**config.mk**
```make
export PLATFORM = sky130hd
export DESIGN_NAME = bmp_stream_reader_flat
export DESIGN_NICKNAME = d
export VERILOG_FILES = /design/src/rtl/bmp_stream_reader_if.sv /design/src/rtl/bmp_stream_reader.sv /design/src/flat_wrapper.sv
export SDC_FILE = /design/constraint.sdc
export NUM_CORES = 1
export LEC_CHECK = 0
export CAP_MARGIN = 40
export CORE_MARGIN = 2
export CORE_UTILIZATION = 45
export CTS_CLUSTER_DIAMETER = 80
export DETAILED_ROUTE_END_ITERATION = 8
export HOLD_SLACK_MARGIN = 0.15
export PLACE_DENSITY = 0.67
export SLEW_MARGIN = 10
export SYNTH_ARGS = -nofsm -noshare
export SYNTH_HDL_FRONTEND = slang
export SYNTH_SLANG_ARGS = --single-unit
```
**constraint.sdc**
```tcl
create_clock -name HCLK -period 4.91 [get_ports HCLK]
set_clock_uncertainty 0.15 [all_clocks]
set_input_delay 0.982 -clock HCLK [delete_from_list [all_inputs] [get_ports HCLK]]
set_output_delay 0.982 -clock HCLK [all_outputs]
set_load 0.02 [all_outputs]
```
**src/rtl/bmp_stream_reader_if.sv**
```systemverilog
// rtl/bmp_stream_reader_if.sv - memory read port and pixel-pair stream of the bmp frame source
interface bmp_stream_reader_if #(
  parameter int ADDR_W = 18
);
  logic [ADDR_W-1:0] mem_addr;
  logic [7:0]        mem_rdata;
  logic              VSYNC;
  logic              HSYNC;
  logic [7:0]        DATA_R0, DATA_G0, DATA_B0;
  logic [7:0]        DATA_R1, DATA_G1, DATA_B1;

  modport master (
    output mem_addr,
    input  mem_rdata,
    output VSYNC, HSYNC,
    output DATA_R0, DATA_G0, DATA_B0,
    output DATA_R1, DATA_G1, DATA_B1
  );

  modport slave (
    input  mem_addr,
    output mem_rdata,
    input  VSYNC, HSYNC,
    input  DATA_R0, DATA_G0, DATA_B0,
    input  DATA_R1, DATA_G1, DATA_B1
  );
endinterface

```
**src/rtl/bmp_stream_reader.sv**
```systemverilog
// rtl/bmp_stream_reader.sv - 24-bit bmp frame source emitting top-down RGB888 pixel pairs
// Optional header validation (HEADER/ERROR states) is enabled by defining BMP_READ_HDR_CHECK_EN.
module bmp_stream_reader #(
  parameter int WIDTH          = 100,
  parameter int HEIGHT         = 100,
  parameter int BMP_HEADER_NUM = 54,
  parameter int START_UP_DELAY = 100,
  parameter int HSYNC_DELAY    = 160,
  parameter int ADDR_W         = 18
) (
  input  logic                HCLK,
  input  logic                HRESET,
  input  logic                start,
  bmp_stream_reader_if.master bus,
  output logic                ctrl_done,
  output logic                hdr_err
);

  typedef enum logic [2:0] {
    IDLE, HEADER, WAIT, FETCH, EMIT, HBLANK, DONE, ERROR
  } state_t;

  localparam logic [ADDR_W-1:0] LAST_ROW_BASE = ADDR_W'(BMP_HEADER_NUM + 3 * WIDTH * (HEIGHT - 1));
  localparam logic [ADDR_W-1:0] ROW_STEP      = ADDR_W'(3 * WIDTH);
  localparam logic [ADDR_W-1:0] ADDR_ONE      = ADDR_W'(1);
  localparam logic [15:0]       WAIT_LAST     = 16'(START_UP_DELAY - 1);
  localparam logic [15:0]       BLANK_LAST    = 16'(HSYNC_DELAY - 1);
  localparam logic [15:0]       PAIR_LAST     = 16'(WIDTH / 2 - 1);
  localparam logic [15:0]       ROW_LAST      = 16'(HEIGHT - 1);

  if ((longint'(BMP_HEADER_NUM) + 3 * longint'(WIDTH) * longint'(HEIGHT) - 1) >= (longint'(1) << ADDR_W))
  begin : g_addr_overflow
    $error("bmp_stream_reader: ADDR_W too narrow for the image size");
  end

  state_t      state;
  logic [15:0] cnt;
  logic [15:0] pair_idx;
  logic [15:0] row_idx;
  logic [ADDR_W-1:0] row_base;
  logic [7:0]  sh_b0, sh_g0, sh_r0, sh_b1, sh_g1;

`ifdef BMP_READ_HDR_CHECK_EN
  localparam logic [15:0] HDR_LAST      = 16'(BMP_HEADER_NUM);
  localparam logic [15:0] HDR_ADDR_LAST = 16'(BMP_HEADER_NUM - 1);

  logic        hdr_bad;
  logic        hdr_err_q;
  logic [15:0] hdr_idx;
  logic        hdr_mismatch;

  assign hdr_err = hdr_err_q;

  // While in HEADER, cnt-1 is the index of the byte currently on mem_rdata.
  always_comb begin
    hdr_idx      = cnt - 16'd1;
    hdr_mismatch = 1'b0;
    if (state == HEADER && cnt != 16'd0) begin
      case (hdr_idx)
        16'd0:   hdr_mismatch = (bus.mem_rdata != 8'd66);
        16'd1:   hdr_mismatch = (bus.mem_rdata != 8'd77);
        16'd10:  hdr_mismatch = (bus.mem_rdata != 8'd54);
        16'd18:  hdr_mismatch = (bus.mem_rdata != 8'(WIDTH));
        16'd22:  hdr_mismatch = (bus.mem_rdata != 8'(HEIGHT));
        16'd28:  hdr_mismatch = (bus.mem_rdata != 8'd24);
        default: hdr_mismatch = 1'b0;
      endcase
    end
  end
`else
  assign hdr_err = 1'b0;
`endif

  always_ff @(posedge HCLK) begin
    if (HRESET) begin
      state        <= IDLE;
      cnt          <= '0;
      pair_idx     <= '0;
      row_idx      <= '0;
      row_base     <= '0;
      sh_b0        <= '0;
      sh_g0        <= '0;
      sh_r0        <= '0;
      sh_b1        <= '0;
      sh_g1        <= '0;
      bus.mem_addr <= '0;
      bus.VSYNC    <= 1'b0;
      bus.HSYNC    <= 1'b0;
      bus.DATA_R0  <= '0;
      bus.DATA_G0  <= '0;
      bus.DATA_B0  <= '0;
      bus.DATA_R1  <= '0;
      bus.DATA_G1  <= '0;
      bus.DATA_B1  <= '0;
      ctrl_done    <= 1'b0;
`ifdef BMP_READ_HDR_CHECK_EN
      hdr_bad      <= 1'b0;
      hdr_err_q    <= 1'b0;
`endif
    end else begin
      case (state)
        IDLE: begin
          if (start) begin
            cnt <= '0;
`ifdef BMP_READ_HDR_CHECK_EN
            state        <= HEADER;
            bus.mem_addr <= '0;
            hdr_bad      <= 1'b0;
`else
            state <= WAIT;
`endif
          end
        end
`ifdef BMP_READ_HDR_CHECK_EN
        HEADER: begin
          if (cnt < HDR_ADDR_LAST) bus.mem_addr <= bus.mem_addr + ADDR_ONE;
          if (hdr_mismatch) hdr_bad <= 1'b1;
          if (cnt == HDR_LAST) begin
            cnt <= '0;
            if (hdr_bad || hdr_mismatch) begin
              state     <= ERROR;
              hdr_err_q <= 1'b1;
            end else begin
              state <= WAIT;
            end
          end else begin
            cnt <= cnt + 16'd1;
          end
        end
        ERROR: state <= ERROR;
`endif
        WAIT: begin
          if (cnt == WAIT_LAST) begin
            state        <= FETCH;
            cnt          <= '0;
            bus.VSYNC    <= 1'b1;
            bus.mem_addr <= LAST_ROW_BASE;
            row_base     <= LAST_ROW_BASE;
            pair_idx     <= '0;
            row_idx      <= '0;
          end else begin
            cnt <= cnt + 16'd1;
          end
        end
        // Six address cycles plus one drain; the last byte goes straight to DATA_R1.
        FETCH: begin
          cnt <= cnt + 16'd1;
          if (cnt < 16'd5) bus.mem_addr <= bus.mem_addr + ADDR_ONE;
          case (cnt)
            16'd1: sh_b0 <= bus.mem_rdata;
            16'd2: sh_g0 <= bus.mem_rdata;
            16'd3: sh_r0 <= bus.mem_rdata;
            16'd4: sh_b1 <= bus.mem_rdata;
            16'd5: sh_g1 <= bus.mem_rdata;
            16'd6: begin
              bus.DATA_B0 <= sh_b0;
              bus.DATA_G0 <= sh_g0;
              bus.DATA_R0 <= sh_r0;
              bus.DATA_B1 <= sh_b1;
              bus.DATA_G1 <= sh_g1;
              bus.DATA_R1 <= bus.mem_rdata;
              bus.HSYNC   <= 1'b1;
              state       <= EMIT;
            end
            default: ;
          endcase
        end
        EMIT: begin
          bus.HSYNC <= 1'b0;
          cnt       <= '0;
          if (pair_idx != PAIR_LAST) begin
            pair_idx     <= pair_idx + 16'd1;
            bus.mem_addr <= bus.mem_addr + ADDR_ONE;
            state        <= FETCH;
          end else if (row_idx != ROW_LAST) begin
            pair_idx     <= '0;
            row_idx      <= row_idx + 16'd1;
            row_base     <= row_base - ROW_STEP;
            bus.mem_addr <= row_base - ROW_STEP;
            state        <= HBLANK;
          end else begin
            bus.VSYNC <= 1'b0;
            ctrl_done <= 1'b1;
            state     <= DONE;
          end
        end
        HBLANK: begin
          if (cnt == BLANK_LAST) begin
            cnt   <= '0;
            state <= FETCH;
          end else begin
            cnt <= cnt + 16'd1;
          end
        end
        DONE: begin
          ctrl_done <= 1'b0;
          state     <= IDLE;
        end
        default: state <= IDLE;
      endcase
    end
  end

endmodule

```
**src/flat_wrapper.sv**
```systemverilog
// flat-port wrapper written by rule: the top's interface ports become plain ports
module bmp_stream_reader_flat 
#(
  parameter int WIDTH          = 100,
  parameter int HEIGHT         = 100,
  parameter int BMP_HEADER_NUM = 54,
  parameter int START_UP_DELAY = 100,
  parameter int HSYNC_DELAY    = 160,
  parameter int ADDR_W         = 18
)
  (HCLK, HRESET, start, ctrl_done, hdr_err, bus_mem_addr, bus_mem_rdata, bus_VSYNC, bus_HSYNC, bus_DATA_R0, bus_DATA_G0, bus_DATA_B0, bus_DATA_R1, bus_DATA_G1, bus_DATA_B1);
  bmp_stream_reader_if #(.ADDR_W(ADDR_W)) bus_i ();
  input  logic HCLK;
  input  logic HRESET;
  input  logic start;
  output logic ctrl_done;
  output logic hdr_err;
  output wire logic [$bits(bus_i.mem_addr)-1:0] bus_mem_addr;
  input wire logic [$bits(bus_i.mem_rdata)-1:0] bus_mem_rdata;
  output wire logic [$bits(bus_i.VSYNC)-1:0] bus_VSYNC;
  output wire logic [$bits(bus_i.HSYNC)-1:0] bus_HSYNC;
  output wire logic [$bits(bus_i.DATA_R0)-1:0] bus_DATA_R0;
  output wire logic [$bits(bus_i.DATA_G0)-1:0] bus_DATA_G0;
  output wire logic [$bits(bus_i.DATA_B0)-1:0] bus_DATA_B0;
  output wire logic [$bits(bus_i.DATA_R1)-1:0] bus_DATA_R1;
  output wire logic [$bits(bus_i.DATA_G1)-1:0] bus_DATA_G1;
  output wire logic [$bits(bus_i.DATA_B1)-1:0] bus_DATA_B1;
  assign bus_mem_addr = bus_i.mem_addr;
  assign bus_i.mem_rdata = bus_mem_rdata;
  assign bus_VSYNC = bus_i.VSYNC;
  assign bus_HSYNC = bus_i.HSYNC;
  assign bus_DATA_R0 = bus_i.DATA_R0;
  assign bus_DATA_G0 = bus_i.DATA_G0;
  assign bus_DATA_B0 = bus_i.DATA_B0;
  assign bus_DATA_R1 = bus_i.DATA_R1;
  assign bus_DATA_G1 = bus_i.DATA_G1;
  assign bus_DATA_B1 = bus_i.DATA_B1;
  bmp_stream_reader #(.WIDTH(WIDTH), .HEIGHT(HEIGHT), .BMP_HEADER_NUM(BMP_HEADER_NUM), .START_UP_DELAY(START_UP_DELAY), .HSYNC_DELAY(HSYNC_DELAY), .ADDR_W(ADDR_W)) u_core (.HCLK(HCLK), .HRESET(HRESET), .start(start), .bus(bus_i), .ctrl_done(ctrl_done), .hdr_err(hdr_err));
endmodule
```
# [Word level (Yosys, flattened, before mapping)]
# Index checks and enable logic that the tools add are counted.
[classes] n_addsub=5 n_lt_le_gt_ge=1 n_eq_ne=24 muxes=34 n_reduce_logical=20
[op_table] cell="$mux 16" count=8
[op_table] cell="$mux 18" count=5
[op_table] cell="$pmux 16 s5" count=1
[op_table] cell="$pmux 16 s2" count=2
[op_table] cell="$pmux 18 s3" count=1
[op_table] cell="$add 16x1->16 const B" count=3
[op_table] cell="$eq 16x3->1 const B" count=3
[op_table] cell="$pmux 18 s2" count=1
[op_table] cell="$eq 16x2->1 const B" count=2
[op_table] cell="$add 18x1->18 const B" count=1
[op_table] cell="$sub 18x9->18 const B" count=1
[op_table] cell="$eq 16x1->1 const B" count=1
[op_table] cell="$eq 16x7->1 const B" count=1
[op_table] cell="$eq 16x8->1 const B" count=1
[op_table] cell="$lt 16x3->1 const B" count=1
[op_table] cell="$ne 16x6->1 const B" count=1
[op_table] cell="$ne 16x7->1 const B" count=1
[op_table] cell="$reduce_and 2->1" count=8
[op_table] cell="$reduce_and 4->1" count=4
[op_table] cell="$mux 3" count=5
[op_table] cell="$pmux 3 s5" count=1
[op_table] cell="$eq 3x3->1 const B" count=3
[op_table] cell="$ne 2x1->1 const B" count=4
[op_table] cell="$ne 2x2->1 const B" count=4
[op_table] cell="10 further kinds" count=21
[word_totals] regBits=178 elab_cells=104

# [Logic depth before layout (Yosys ltp)]
# Gate-level depths: netlist of run 1.
[depth] word_depth=4 ltp_mapped=10 mapped_depth_nobuf=8

# [Worst setup path before layout of run 1]
# OpenSTA, ideal clock, no wires.
[synth_timing] path_type="input to register" from="input port start" to="register u_core.cnt[9]" arrival_time_ns=2.094 required_ns=4.632 setup_slack_ns=2.538 cell_stages=7 n_path_buf=1 path_cell_list="nand2b_1 -> a21oi_1 -> clkbuf_1 -> and4_1 -> nand4_1 -> xor2_1 -> nor2_1"
[synth_via] elab_chain_len=2
[synth_lines] item="from (decl)" line_no="flat_wrapper.sv:15" source="input logic start;"
[synth_lines] item="$ne 2x2->1 (no line)"
[synth_lines] item="$reduce_and 2->1 (no line)"
[synth_lines] item="to (signal assigned)" line_no="bmp_stream_reader.sv:142" source="cnt <= cnt + 16'd1;"
[synth_lines] item="to (signal assigned)" line_no="bmp_stream_reader.sv:147" source="cnt <= cnt + 16'd1;"
[synth_lines] item="to (signal assigned)" line_no="bmp_stream_reader.sv:192" source="cnt <= cnt + 16'd1;"
[synth_lines] item="to (decl)" line_no="bmp_stream_reader.sv:37" source="logic [15:0] cnt;"
# Every way passes these cells.
# A chain may end at the register's enable or synchronous reset.

# [Worst setup path after layout of run 1]
[layout_timing] from="register u_core.row_idx[0]" to="register u_core.bus.mem_addr[3]"
[layout_via] elab_chain_len=3
[layout_lines] item="from (decl)" line_no="bmp_stream_reader.sv:39" source="logic [15:0] row_idx;"
[layout_lines] item="from (signal assigned)" line_no="bmp_stream_reader.sv:177" source="row_idx <= row_idx + 16'd1;"
[layout_lines] item="$ne 16x7->1" line_no="bmp_stream_reader.sv:175" source="end else if (row_idx != ROW_LAST) begin"
[layout_lines] item="$ne 3x1->1 (no line)"
[layout_lines] item="$reduce_and 4->1 (no line)"
[layout_lines] item="to (signal assigned)" line_no="bmp_stream_reader.sv:148" source="if (cnt < 16'd5) bus.mem_addr <= bus.mem_addr + ADDR_ONE;"
[layout_lines] item="to (signal assigned)" line_no="bmp_stream_reader.sv:173" source="bus.mem_addr <= bus.mem_addr + ADDR_ONE;"
[layout_lines] item="to (signal assigned)" line_no="bmp_stream_reader.sv:179" source="bus.mem_addr <= row_base - ROW_STEP;"
[layout_lines] item="to (decl)" line_no="bmp_stream_reader_if.sv:13" source="output mem_addr,"
# Every way passes these cells.

==> flow_summary.json, run 1 <==
{
  "maxCapViolations": 0,
  "hold_slack_ns": 0.3004,
  "rows": 48,
  "vias": 7127,
  "cts_tree": "built",
  "synth_mux_area_frac": 0.001247,
  "synth_compound_area_frac": 0.1722,
  "tns_ns": 0,
  "clock_latency_ns": 0.44,
  "ys_ff_latch": 177,
  "synth_xor_area_frac": 0.05345,
  "cts_hold_buffers": 0,
  "yosys.area_share.simple": 0.2774,
  "dp_slack_ns": 1.981,
  "syn_nets": 1029,
  "start_util": 0.4626,
  "cts_buffer_depth": 2,
  "p_leak_nw": 3.127,
  "synth_warnings": 0,
  "regToRegStartpoint": "u_core.row_idx[0]$_SDFFE_PP0P_",
  "fmax_ghz": 0.3418,
  "fin_ws_ns": 1.984,
  "critPathMaxStageDelay_ns": 0.47,
  "ys_top_cells_by_area": "dfxtp_1 44%, nand2_1 10%, a21oi_1 8.6%",
  "peakVddDrop_mv": 0.2569,
  "clk_pin_slew_ns": 0.08,
  "yosys.area.top_type": "dfxtp_1",
  "synth-async-reset-ratio": 0,
  "syn_inst": 1009,
  "period_share": 0.5959,
  "setup_viol": 0,
  "antenna_found_initial": 0,
  "synth_fa_ha_area_frac": 0.01403,
  "hold_path_class": "register to register",
  "numCtsBuffers": 17,
  "ctsResizeCount": 0,
  "rsz0062_at_grt": "false",
  "io_buffers": 79,
  "start_kind": "register",
  "finalPower_mw": 2.979,
  "drive_above_1_share": 0.06168,
  "synth_top_flop_cell": "dfxtp_1",
  "dieHeight_um": 137.6,
  "post-route-min-period_ns": 2.926,
  "yosysMostFrequentCell": "nand2_1",
  "worstPathRequired_ns": 5.06,
  "diodes": 0,
  "cts_root_buffer": "clkbuf_16",
  "grt_pass1_vias": 6317,
  "ys_seq_area_frac": 0.4413,
  "rr_worst_depth": 7,
  "hp-start": "u_core.bus.DATA_R1[0]$_SDFFE_PP0P_",
  "numPlacedInstances": 1263,
  "ys_top_cells_by_count": "222 x nand2_1, 177 x dfxtp_1, 138 x a21oi_1, 98 x nor2_1, 36 x clkbuf_1",
  "yosysTopAreaCellShare": 0.4413,
  "placed_area_um2": 8906,
  "core_area_um2": 17360,
  "dr.pass1.iters": 7,
  "utilization": 0.5495,
  "yosysUniqueCellTypes": 72,
  "hold_path_depth": 2,
  "grt_pass1_wl_mm": 31.93,
  "stdcell_area_um2": 9537,
  "finalHoldViolCount": 0,
  "r2r_end": "u_core.bus.mem_addr[3]$_SDFFE_PP0P_",
  "drv_slew": 0,
  "die_x_um": 137.6,
  "io_pins": 81,
  "die_area_um2": 18930,
  "holdPathEnd": "u_core.bus.DATA_R1[0]$_SDFFE_PP0P_",
  "avgSynthCellArea_um2": 7.957,
  "viasPerCell": 5.503,
  "grt_max_degree": 53,
  "post-cts-setup-buffer-count": 0,
  "numClockSinks": 177,
  "grt_overflow_total": 0,
  "status": "complete, no violations",
  "cts_htree_levels": 4,
  "area_delta_synth_final_pct": 18.78,
  "crit_slowest_cell": "dfxtp_1",
  "p_per_area_nw_per_um2": 312.3,
  "cp_max_fo": 13,
  "crit_chain": "ha_1 > nor3b_1 > nand4_1 > o21ai_0 > nand2b_1 > o311ai_0 > a21oi_1",
  "slew_headroom": 0.5083,
  "fin_cells": 1295,
  "gr-usage-all-layers": 0.2123,
  "gp_congestion": 0.8247,
  "hpwl_mm": 13.42,
  "worstMarginPinSlew_ns": 0.7355,
  "path_class": "register to register",
  "first_iter_violations": 466,
  "synth_top_family_by_area": "simple AND/OR/NAND/NOR gates",
  "ant_nets": 0,
  "nets": 1077,
  "synth_area_um2": 8029,
  "cp-end-kind": "register",
  "wirelength_mm": 19.90,
  "ff2ff_setup_slack_ns": 1.98,
  "synth-edff-count": 0,
  "drc": 0,
  "crit_arrival_ns": 3.07,
  "wl_per_cell_um": 15.37
}
-- critical path, delay by kind of cell (launching register included) --
kind,cells,cell delay (ns)
AOI/OAI and AO/OA,3,0.74
adders and majority gates,1,0.39
DFF,1,0.47
and+or+nand+nor,3,1.04
-- registers in the layout, summed over array words and instances, names as in the netlist --
signal,flops
u_core.bus.DATA_R0,8
u_core.ctrl_done,1
u_core.row_base,17
u_core.bus.DATA_G0,8
u_core.bus.HSYNC,1
u_core.state,3
u_core.bus.VSYNC,1
u_core.sh_g0,8
u_core.row_idx,16
u_core.bus.DATA_B0,8
u_core.sh_b1,8
u_core.bus.DATA_R1,8
u_core.pair_idx,16
u_core.sh_r0,8
u_core.sh_b0,8
u_core.sh_g1,8
u_core.bus.DATA_B1,8
u_core.bus.mem_addr,18
u_core.cnt,16
u_core.bus.DATA_G1,8
-- kinds of logic (layout without fill, tap and decap cells) --
logic type                 after synthesis  count (layout)
buffers and inverters                   72             133
xor gates and xnor gates                49              49
muxes                                    1               1
and+or+nand+nor                        471             471
DFF                                    177             177
AOI/OAI and AO/OA                      229             229
other                                    1               1
adders and majority gates                9               9
-- report_power, final --
group	internal (mW)	switching, mW	total (mW)
sequential	1.44	0.0116	1.45
combinational	0.0370	0.0761	0.113
clock	0.741	0.672	1.41
total	2.22	0.760	2.98
-- per-layer routing --
metal | routed length [um] | track usage | up-vias
met5 | 0 | 0 | -
met4 | 204 | 0.05899 | 0
li1 | - | - | 3601
met3 | 725 | 0.03642 | 17
met2 | 9171 | 0.3289 | 153
met1 | 9798 | 0.3041 | 3356
-- worst max-delay path by stage --
stage,start,endpoint,cells after the start
2_1_floorplan,start,u_core.cnt[9]$_SDFFE_PP0P_,7
3_3_place_gp,u_core.row_idx[0]$_SDFFE_PP0P_,u_core.bus.mem_addr[3]$_SDFFE_PP0P_,7
3_5_place_dp,start,u_core.cnt[10]$_SDFFE_PP0P_,7
4_1_cts,u_core.cnt[0]$_SDFFE_PP0P_,u_core.bus.mem_addr[3]$_SDFFE_PP0P_,7
5_1_grt,u_core.row_idx[0]$_SDFFE_PP0P_,u_core.pair_idx[12]$_SDFFE_PP0P_,7
6_report,u_core.row_idx[0]$_SDFFE_PP0P_,u_core.bus.mem_addr[3]$_SDFFE_PP0P_,7
-- cells in the final DEF, fill, tap and decap left out, types with 3 or more instances in the layout --
master,instances
inv_8,3
o21ai_0,27
nor4_2,5
o22ai_1,3
inv_6,3
nor3b_1,3
or3_1,10
dfxtp_1,177
clkinv_8,6
clkbuf_16,17
xnor2_1,20
clkdlybuf4s50_1,78
inv_1,11
a31oi_1,5
or4_1,3
nand2_1,222
o32ai_1,5
nor2b_1,6
a311oi_1,6
ha_1,9
nor2_1,98
xor2_1,29
and4_1,8
nand3_1,26
nor3_1,21
and2_1,10
nor4_1,8
and3_1,11
a211oi_1,11
nand4_1,19
nand2b_1,9
a21oi_1,137
buf_4,10
-- layout make-up --
cell class	instances	area (um2)
tap	225	281.5
fill	1611	7820
clock inverter	15	205.2
clock buffer	17	425.4
timing repair buffer	89	867.1
sequential	177	3543
multi-input combinational	760	4169
inverter	12	45.04
(Power assumes the default switching activity.)
==> run 2: changes to the inputs <==
PLACE_DENSITY = 0.7   (was 0.67)
clock period = 2.5 ns   (was 4.91 ns; I/O delays follow)
==> run 2 against run 1 <==
Against the previous run:
- flip-flop and latch count unchanged
- die area unchanged
- clock power up 96%
- largest power group unchanged
- critical endpoint is now u_core.bus.mem_addr[15]$_SDFFE_PP0P_
- utilization up 2.7 points
- power up 96%
- design area up 4.9%
- via count up 4.2%
- sequential power up 97%
- register-to-register slack worse by 1.8 ns
- combinational power up 120%
==> flow_summary.json, run 2 (synthesis results as in run 1) <==
{
  "utilization": 0.5766,
  "core_area_um2": 17360,
  "start_util": 0.4626,
  "diodes": 0,
  "tns_ns": 0,
  "crit_arrival_ns": 2.57,
  "grt_pass1_wl_mm": 33.79,
  "crit_chain": "ha_1 > and4b_1 > nand4_1 > o22ai_1 > nor2_2 > or4_1 > a31oi_1",
  "drc": 0,
  "drive_above_1_share": 0.1077,
  "status": "complete, no violations",
  "ff2ff_setup_slack_ns": 0.14,
  "period_share": 0.9431,
  "largestRegisters": "u_core.bus.mem_addr: 18 flops, u_core.row_base: 17 flops",
  "cts_tree": "built",
  "p_per_area_nw_per_um2": 584.7,
  "area_delta_synth_final_pct": 24.64,
  "hp-start": "u_core.bus.DATA_B0[1]$_SDFFE_PP0P_",
  "first_iter_violations": 561,
  "dieHeight_um": 137.6,
  "io_buffers": 79,
  "maxCapViolations": 0,
  "crit_family": "simple AND/OR/NAND/NOR gates",
  "dr.pass1.iters": 5,
  "finalHoldViolCount": 0,
  "ant_nets": 0,
  "antenna_found_initial": 0,
  "cp-end-kind": "register",
  "peakVddDrop_mv": 0.4808,
  "critical_path_depth": 7,
  "grt_overflow_total": 0,
  "drv_slew": 0,
  "r2r_end": "u_core.bus.mem_addr[15]$_SDFFE_PP0P_",
  "hpwl_mm": 14.23,
  "numCtsBuffers": 17,
  "viasPerCell": 5.505,
  "hold_path_depth": 2,
  "wirelength_mm": 20.61,
  "grt_pass1_vias": 6855,
  "start_kind": "register",
  "cts_root_buffer": "clkbuf_16",
  "die_x_um": 137.6,
  "final_common_cell": "nand2_1",
  "top_register": "u_core.bus.mem_addr",
  "wl_per_cell_um": 15.28,
  "mostFrequentLayoutCells": "222 x nand2_1, 177 x dfxtp_1, 138 x a21oi_1",
  "cts_buffer_depth": 2,
  "nets": 1131,
  "regToRegStartpoint": "u_core.cnt[0]$_SDFFE_PP0P_",
  "path_class": "register to register",
  "rr_worst_depth": 7,
  "io_pins": 81,
  "critPathMaxStageDelay_ns": 0.51,
  "cts_htree_levels": 4,
  "grt_max_degree": 61,
  "clk_pin_slew_ns": 0.08,
  "cp.buffers_inverters": 0,
  "post-cts-setup-buffer-count": 0,
  "vias": 7426,
  "largest_reg_flops": 18,
  "gp_congestion": 0.8503,
  "rsz0062_at_grt": "false",
  "numClockSinks": 177,
  "post-route-min-period_ns": 2.358,
  "gr-usage-all-layers": 0.2224,
  "worstPathRequired_ns": 2.72,
  "fmax_ghz": 0.4241,
  "crit_slowest_cell": "or4_1",
  "setup_viol": 0,
  "holdPathEnd": "u_core.bus.DATA_B0[1]$_SDFFE_PP0P_",
  "die_area_um2": 18930,
  "cp_max_fo": 5,
  "rows": 48,
  "p_leak_nw": 3.423,
  "hold_path_class": "register to register",
  "clock_latency_ns": 0.44
}
==> run 2: cell count changes in the layout (fill, tap and decap cells not counted), moves of 2 or more <==
cell and delta:
nor4_2 -2, nor4_4 +2, buf_4 +51, buf_12 +4, inv_12 +4
==> run 2: area by class of cell <==
| class | count | area [um2] |
|---|---|---|
| clock inverters | 15 | 202.7 |
| clock buffers | 17 | 425.4 |
| flip-flops and latches | 177 | 3543 |
| repair buffers | 143 | 1319 |
| well taps | 225 | 281.5 |
| fillers | 1578 | 7350 |
| multi-input cells | 760 | 4190 |
| inverters | 12 | 45.04 |
==> run 2: where the power goes <==
part | internal, mW | switching (mW)
sequential | 2.83 | 0.0193
combinational | 0.0895 | 0.154
clock | 1.39 | 1.37
total | 4.31 | 1.54
==> run 2: worst reg2reg max path, delay by kind of cell, from the launching register on <==
kind / cells / cell delay, ns
simple gates: 4 / 1.03
compound gates: 2 / 0.52
flops: 1 / 0.40
fa+ha+maj: 1 / 0.20
==> run 2: worst max-delay path by stage <==
| stage | start | end | slack [ns] |
|---|---|---|---|
| after floorplan | u_core.row_idx[0]$_SDFFE_PP0P_ | u_core.bus.mem_addr[15]$_SDFFE_PP0P_ | 0.18 |
| after global placement | u_core.pair_idx[9]$_SDFFE_PP0P_ | u_core.bus.mem_addr[8]$_SDFFE_PP0P_ | 0.11 |
| after detailed placement | start | u_core.cnt[9]$_SDFFE_PP0P_ | 0.09 |
| after CTS | u_core.pair_idx[9]$_SDFFE_PP0P_ | u_core.bus.mem_addr[8]$_SDFFE_PP0P_ | 0.09 |
| after global routing | u_core.cnt[0]$_SDFFE_PP0P_ | u_core.bus.mem_addr[0]$_SDFFE_PP0P_ | 0.009 |
| final | u_core.cnt[0]$_SDFFE_PP0P_ | u_core.bus.mem_addr[15]$_SDFFE_PP0P_ | 0.14 |
==> run 2: through the flow <==
step                      hold WS, ns  instances  power [mW]  instance area (um2)  worst slack (ns)
after CTS                      0.3041       1349       5.884                 9982           0.08920
after detailed placement       0.2934       1317       3.159                 9354           0.08608
after global placement         0.2896       1317       3.159                 9354            0.1148
after global routing           0.3168       1349       6.020                10010          0.008723
after floorplan                0.2821       1009       3.054                 8029            0.1753
final                          0.3033       1349       5.851                10010            0.1421
==> run 2: repair_timing <==
item / 4_1_cts / 5_1_grt
hold buffers: 0 / 0
resized for setup: 0 / 4
setup endpoints to repair: 0 / 22
==> run 2: per-layer routing <==
| metal | vias to the layer above | wire length [um] | global-route usage |
|---|---|---|---|
| met5 | - | 0 | 0 |
| met4 | 0 | 244 | 0.07045 |
| met3 | 21 | 912 | 0.03974 |
| met2 | 188 | 9744 | 0.3541 |
| met1 | 3505 | 9708 | 0.3062 |
| li1 | 3712 | - | - |
==> run 3: changes to the inputs <==
CORE_MARGIN = 8   (was 2)
PLACE_DENSITY = 0.67   (was 0.7)
clock period = 2.4 ns   (was 2.5 ns; I/O delays follow)
==> run 3 against run 2 <==
Against the previous run:
- critical endpoint is now u_core.row_idx[15]$_SDFFE_PP0P_
- routed wire length increased by 2.4%
- sequential power up 4%
- flip-flop and latch count unchanged
- global-route usage decreased by 3.4 points
- sequential share of layout area down 0.42 points
- setup slack got worse by 0.025 ns
- clock-buffer cell count unchanged
- critical path type unchanged
==> flow_summary.json, run 3 (synthesis results as in run 1) <==
{
  "stdcell_area_um2": 10130,
  "regArea_um2": 3543,
  "vias": 7487,
  "period_share": 0.9511,
  "die_area_um2": 22370,
  "grt_pass1_vias": 6983,
  "dr.pass1.iters": 5,
  "hold_path_class": "input port to register",
  "wl_per_cell_um": 15.43,
  "crit_arrival_ns": 2.50,
  "cp_max_fo": 4,
  "die_x_um": 149.6,
  "numPlacedInstances": 1333,
  "io_pins": 81,
  "gr-usage-all-layers": 0.1884,
  "start_util": 0.4531,
  "fin_cells": 1368,
  "hold_slack_ns": 0.2833,
  "largest_reg_flops": 18,
  "cp.buffers_inverters": 1,
  "gp_congestion": 0.8586,
  "finalPower_mw": 6.067,
  "grt_pass1_wl_mm": 34.33,
  "crit_family": "simple AND/OR/NAND/NOR gates",
  "drive_above_1_share": 0.1247,
  "utilization": 0.5716,
  "multi_input_area_um2": 4202,
  "diodes": 0,
  "cts_hold_buffers": 0,
  "core_area_um2": 17720,
  "crit_chain": "ha_1 > nor3b_1 > and4_1 > buf_4 > o32ai_4 > nand4_1 > or3_1 > a21oi_1",
  "clk_pin_slew_ns": 0.08,
  "ant_nets": 0,
  "io_buffers": 79,
  "largestRegisters": "u_core.bus.mem_addr: 18 flops, u_core.row_base: 17 flops",
  "area_delta_synth_final_pct": 26.15,
  "p_per_area_nw_per_um2": 599.0,
  "fillers": 1647,
  "nets": 1146,
  "final_common_cell": "nand2_1",
  "numClockSinks": 177,
  "drv_slew": 0,
  "cts_buffer_depth": 2,
  "rows": 49,
  "rsz0062_at_grt": "true",
  "fmax_ghz": 0.4381,
  "maxCapViolations": 0,
  "antenna_found_initial": 0,
  "post-route-min-period_ns": 2.283,
  "cts_tree": "built",
  "setup_viol": 0,
  "wirelength_mm": 21.11,
  "hpwl_mm": 14.99,
  "peakVddDrop_mv": 0.4224,
  "cts_root_buffer": "clkbuf_16",
  "cts_htree_levels": 4,
  "drc": 0,
  "top_register": "u_core.bus.mem_addr",
  "critPathMaxStageDelay_ns": 0.36,
  "crit_slowest_cell": "o32ai_4",
  "finalHoldViolCount": 0,
  "p_leak_nw": 3.504,
  "first_iter_violations": 437,
  "worstPathRequired_ns": 2.61,
  "grt_max_degree": 72,
  "placed_area_um2": 9437,
  "numCtsBuffers": 17,
  "viasPerCell": 5.473,
  "cp-end-kind": "register",
  "mostFrequentLayoutCells": "222 x nand2_1, 177 x dfxtp_1, 137 x a21oi_1",
  "path_class": "register to register",
  "grt_overflow_total": 0,
  "clock_latency_ns": 0.44,
  "start_kind": "register",
  "status": "complete, no violations",
  "dieHeight_um": 149.6
}
run 3: cell types whose count changed in the layout (fill, tap and decap cells not counted), moves of 2 or more:
cell	before	now
inv_8	2	5
and2_2	0	5
and2_1	10	5
inv_12	4	2
buf_4	61	74
buf_6	0	3
run 3: what timing repair did:
item                       CTS  global route
setup endpoints to repair    1           110
resized for setup            1            14
buffers inserted             0             3
pin swaps                    0             7
run 3: worst paths after layout:
check,start,to,slack [ns],cells past startpoint
min reg2reg,u_core.bus.DATA_G1[7]$_SDFFE_PP0P_,u_core.bus.DATA_G1[7]$_SDFFE_PP0P_,0.30,2
min,HRESET,u_core.bus.VSYNC$_SDFFE_PP0P_,0.28,2
max,u_core.row_idx[0]$_SDFFE_PP0P_,u_core.row_idx[15]$_SDFFE_PP0P_,0.12,8
max reg2reg,u_core.row_idx[0]$_SDFFE_PP0P_,u_core.row_idx[15]$_SDFFE_PP0P_,0.12,8
run 3: report_power, final:
part	switching, mW	internal, mW	leakage, nW
clock	1.40	1.44	0.302
sequential	0.0183	2.95	1.43
combinational	0.168	0.0978	1.78
run 3: per-stage QoR:
stage | TNS, ns | setup slack [ns]
after floorplan | 0 | 0.07529
after global placement | 0 | 0.09467
after detailed placement | 0 | 0.01821
after CTS | 0 | 0.01594
after global routing | -0.07284 | -0.02311
final | 0 | 0.1175
run 3: layer usage:
metal,GRT usage,wire [um]
met5,0,0
met4,0.06562,332
met3,0.03477,1148
met2,0.3047,9913
met1,0.2468,9717
run 3: layout make-up:
cell class	count	area share
clock inverter	15	0.01939
sequential	177	0.3498
timing repair buffer	158	0.1412
tap	229	0.02829
multi-input combinational	760	0.4148
clock buffer	17	0.04200
inverter	12	0.004447
